--- src/rtl/reg_pipeline.sv ---
// reg_pipeline: DEPTH-stage register pipeline of WIDTH-bit words with
// valid/ready flow control, bubble collapsing, synchronous flush and a
// registered occupancy count.
//
// Ports:
//   clk        rising-edge clock
//   rst        synchronous active-high reset (priority over flush)
//   flush      synchronous clear of every stage
//   in_valid   producer offers in_data
//   in_ready   pipeline accepts in_data this cycle
//   in_data    input word
//   out_valid  last stage holds a valid word
//   out_ready  consumer takes out_data this cycle
//   out_data   word held in the last stage
//   count      number of valid stages, 0..DEPTH
module reg_pipeline #(
  parameter int unsigned       WIDTH     = 8,
  parameter int unsigned       DEPTH     = 2,
  parameter logic [WIDTH-1:0]  RESET_VAL = {WIDTH{1'b0}},
  localparam int unsigned      CW        = $clog2(DEPTH + 1)
) (
  input  logic             clk,
  input  logic             rst,
  input  logic             flush,
  input  logic             in_valid,
  output logic             in_ready,
  input  logic [WIDTH-1:0] in_data,
  output logic             out_valid,
  input  logic             out_ready,
  output logic [WIDTH-1:0] out_data,
  output logic [CW-1:0]    count
);

  // Stage state: index 0 is the input side, DEPTH-1 the output side.
  logic [DEPTH-1:0] v_q;
  logic [DEPTH-1:0] v_d;
  logic [WIDTH-1:0] d_q [DEPTH];
  logic [WIDTH-1:0] d_d [DEPTH];
  logic [CW-1:0]    count_q;
  logic [CW-1:0]    count_d;

  logic [DEPTH-1:0] r_s;
  logic             in_ready_s;
  logic             in_xfer_s;
  logic             out_xfer_s;

  // Per-stage ready chain. r[i] = ~v[i] | r[i+1] is unrolled into a running
  // OR from the output side so an empty stage anywhere downstream lets the
  // stages above it advance (bubble collapsing) without a combinational
  // self-reference on the r_s vector.
  always_comb begin : ready_chain
    logic chain;
    chain = out_ready;
    r_s   = {DEPTH{1'b0}};
    for (int i = DEPTH - 1; i >= 0; i--) begin
      chain  = chain | ~v_q[i];
      r_s[i] = chain;
    end
  end

  assign in_ready_s = r_s[0] & ~flush & ~rst;
  assign in_xfer_s  = in_valid & in_ready_s;
  assign out_xfer_s = v_q[DEPTH-1] & out_ready;

  // Next-state for valid bits, stage data and occupancy count.
  always_comb begin
    v_d     = v_q;
    d_d     = d_q;
    count_d = count_q;
    if (rst || flush) begin
      // Flush behaves like reset; a consumer handshake in this cycle is
      // still taken by the consumer, the count is simply forced to zero.
      v_d     = {DEPTH{1'b0}};
      count_d = {CW{1'b0}};
      for (int i = 0; i < DEPTH; i++) begin
        d_d[i] = RESET_VAL;
      end
    end else begin
      if (r_s[0]) begin
        v_d[0] = in_valid;
        if (in_valid) begin
          d_d[0] = in_data;
        end else begin
          d_d[0] = d_q[0];
        end
      end else begin
        v_d[0] = v_q[0];
      end
      // Data only moves with a valid word, so the last stage keeps its
      // previous word on out_data while out_valid is low.
      for (int i = 1; i < DEPTH; i++) begin
        if (r_s[i]) begin
          v_d[i] = v_q[i-1];
          if (v_q[i-1]) begin
            d_d[i] = d_q[i-1];
          end else begin
            d_d[i] = d_q[i];
          end
        end else begin
          v_d[i] = v_q[i];
        end
      end
      count_d = count_q + CW'(in_xfer_s) - CW'(out_xfer_s);
    end
  end

  // State registers with synchronous reset.
  always_ff @(posedge clk) begin
    if (rst) begin
      v_q     <= {DEPTH{1'b0}};
      count_q <= {CW{1'b0}};
      for (int i = 0; i < DEPTH; i++) begin
        d_q[i] <= RESET_VAL;
      end
    end else begin
      v_q     <= v_d;
      d_q     <= d_d;
      count_q <= count_d;
    end
  end

  assign in_ready  = in_ready_s;
  assign out_valid = v_q[DEPTH-1];
  assign out_data  = d_q[DEPTH-1];
  assign count     = count_q;

endmodule

--- config.mk ---
export PLATFORM = sky130hd
export DESIGN_NAME = reg_pipeline
export DESIGN_NICKNAME = d
export VERILOG_FILES = /design/src/rtl/reg_pipeline.sv
export SDC_FILE = /design/constraint.sdc
export NUM_CORES = 1
export LEC_CHECK = 0
export CAP_MARGIN = 20
export CORE_ASPECT_RATIO = 1.4
export CORE_MARGIN = 2
export CORE_UTILIZATION = 46
export DETAILED_ROUTE_END_ITERATION = 8
export GPL_ROUTABILITY_DRIVEN = 0
export PLACE_DENSITY_LB_ADDON = 0.05
export SKIP_CTS_REPAIR_TIMING = 1
export SLEW_MARGIN = 20
export SYNTH_ARGS = -nofsm -noshare
export SYNTH_HDL_FRONTEND = slang
export SYNTH_SLANG_ARGS = --single-unit
--- constraint.sdc ---
create_clock -name clk -period 2.1 [get_ports clk]
set_input_delay 0.525 -clock clk [delete_from_list [all_inputs] [get_ports clk]]
set_output_delay 0.525 -clock clk [all_outputs]
set_load 0.03 [all_outputs]
==> impl_metrics.toml <==
[run_status]
outcome = "complete, no violations"

[clock_tree]
cts.clk_slew.worst_paths_ns = 0.11
cts.sinks = 20
clockBufferDepth = 2
cts_made_buffers = 3
cts_root_buf = "clkbuf_4"
clk_latency_ns = 0.30
cts_tree = "done"
h-tree-depth = 1

[worst_setup_path]
reg2reg_slack_ns = 0.58
crit_arrival_ns = 1.46
crit_path_end_kind = "primary output"
r2r_cells = 8
setup.worst_path.end = "in_ready"
cp_data_required_time_ns = 1.57
critical_path_class = "in -> out"
timing.rr.start = "v_q[1]$_SDFFE_PP0P_"
cp-start-kind = "primary input"
crit_fanout = 2
r2r-end = "count[1]$_SDFF_PP0_"
critPathLaunch = "flush"

[detailed_routing]
met2_wirelength_um = 779
drtPass1Iterations = 4
routed_wl_mm = 1.64
drc = 0
avgRoutedWirePerCell_um = 11.6
met3_wirelength_um = 71
drt-met1-wl_um = 760
ant_nets = 0
vias = 737
initialDrtViolationCount = 9
top_layer_used = "met4"
drt-vias-per-instance = 5.19

[die]
die_w_um = 42.0
die_area_sq_um = 2400
rows = 19
ios = 25
dieHeight_um = 57.2
start_util_pct = 48.3
fp.coreArea_sq_um = 1930

[layout]
final-instance-count-excl-fill = 142
drive_gt1_share_pct = 23.1
area_growth_pct = 26.2
fin_nets = 137
n_antenna_cell = 0
multi_input_area_sq_um = 422
regArea_sq_um = 400
fin_util_pct = 60.9
fill_cells = 187

[placement]
place_inst = 138
post-place-ws_ns = -0.146
dpl.hpwl_mm = 1.24
port_buffers = 24

[power_and_ir_drop]
p_switching_uw = 162
leakagePower_uw = 0.000431
ir_drop_v = 0.000362
power_frac_comb_pct = 10.7
clkPwrFrac_pct = 32.7
seqPwrFrac_pct = 56.6
p_per_area_nw_per_um2 = 589
power.total_uw = 692
p_int_uw = 530
power_switching_share_pct = 23.4

[timing]
setup_slack_ns = 0.115
relSlewSlack_pct = 79.6
slew_violations = 0
fmax_mhz = 504
worst_pin_slew_ns = 0.305
min_period_over_period_pct = 94.5
rsz0062_at_grt = "false"
skew_ns = 0.00401
hold_viol = 0
final-setup-viol-count = 0
post-route-min-period_ns = 1.99

[synthesis]
synth.distinct_cells = 21
syn-instance-count = 102
synth_top_area_cell = "dfxtp_1"
synth_area_per_cell_sq_um = 9.11
synth_nets = 117
ys_seq_elements = 20
synth-seq-area-share_pct = 43.1
yosys_warnings = 0
netlist_area_sq_um = 930
synth_area_leaders = "dfxtp_1 (43%), nand3_1 (9.2%), a21oi_2 (7.5%)"
netlist.area_leader.share_pct = 43.1

[global_routing]
grt_pass1_wl_mm = 2.90
grt_overflow = 0
grt_use_total_pct = 15.6
antenna_found_initial = 0
grt_max_degree = 20
grt_pass1_vias = 666

[run]
drv_cap = 0

[worst_hold_path]
hold_path_class = "reg -> reg"
[sequential cells by signal (all words and copies together), names as in the netlist]
signal,count
v_q,2
d_q,8
out_data,8
count,2
[kinds of logic after synthesis]
group	after synthesis	share of synthesized area, %
compound gates	34	24.8
simple gates	27	16.0
flops	20	43.1
xor+xnor	2	1.88
buf+inv	17	11.6
fa+ha+maj	2	2.69
[cells in the mapped netlist]
master / number
o21ai_0: 8
buf_2: 5
xor2_1: 1
and3b_1: 1
and2_1: 2
or2_1: 1
xnor2_1: 1
inv_2: 1
ha_1: 2
nand3_1: 17
nor2_1: 3
o21ai_2: 8
and2b_1: 1
a21oi_2: 8
buf_4: 8
nand2b_1: 1
inv_1: 2
nand3b_2: 1
dfxtp_1: 20
buf_6: 1
a21oi_1: 10
[per-layer routing]
metal	GRT usage, %	vias up
met5	0	-
met4	6.91	0
met3	2.85	4
met2	25.4	23
met1	20.1	325
li1	-	385
[area by class of cell]
class	instances	share of cell area, %
Timing Repair Buffer	29	23.7
Tap cell	21	2.24
Sequential cell	20	34.1
Inverter	3	0.959
Clock buffer	4	3.09
Multi-Input combinational cell	65	35.9
[per-stage QoR]
stage                     area (sq um)  TNS [ns]  hold WS, ns
after floorplan                    930         0        0.447
after global placement            1130   -0.0783        0.457
after detailed placement          1130    -0.146        0.460
after CTS                         1170         0        0.477
after global routing              1170         0        0.490
final                             1170         0        0.475
[placed cells by master, fill, tap and decap left out]
master / count
o21ai_0: 8
nand3_1: 17
xnor2_1: 1
inv_2: 1
a21oi_2: 8
xor2_1: 1
dlymetal6s2s_1: 1
inv_1: 2
ha_1: 2
and2b_1: 1
nand2b_1: 1
and2_1: 2
or2_1: 1
o21ai_2: 8
clkdlybuf4s50_1: 22
clkbuf_4: 3
a21oi_1: 10
nand3b_2: 1
and3b_1: 1
dfxtp_1: 20
nor2_1: 3
buf_4: 6
clkbuf_8: 1
[critical path: stages]
cell and delay [ns]:
clkdlybuf4s50_1 0.41, or2_1 0.24, nor2_1 0.11, buf_4 0.17
[power groups by stage]
stage               combinational (uW)  sequential (uW)  clock, uW
detailed placement                75.6              400          0
floorplan                         39.3              401          0
global route                      82.1              393        244
global placement                  74.8              400          0
CTS                               75.7              392        229
finish                            74.2              392        226
[how the worst min path moves through the flow]
stage                               from                    to  cells past startpoint
finish              d_q[15]$_SDFFE_PP0P_  d_q[15]$_SDFFE_PP0P_                      2
global route         d_q[8]$_SDFFE_PP0P_   d_q[8]$_SDFFE_PP0P_                      2
CTS                 d_q[15]$_SDFFE_PP0P_  d_q[15]$_SDFFE_PP0P_                      2
detailed placement  d_q[15]$_SDFFE_PP0P_  d_q[15]$_SDFFE_PP0P_                      2
global placement    d_q[11]$_SDFFE_PP0P_  d_q[11]$_SDFFE_PP0P_                      2
floorplan           d_q[13]$_SDFFE_PP0P_  d_q[13]$_SDFFE_PP0P_                      2
(Power assumes the default switching activity.)
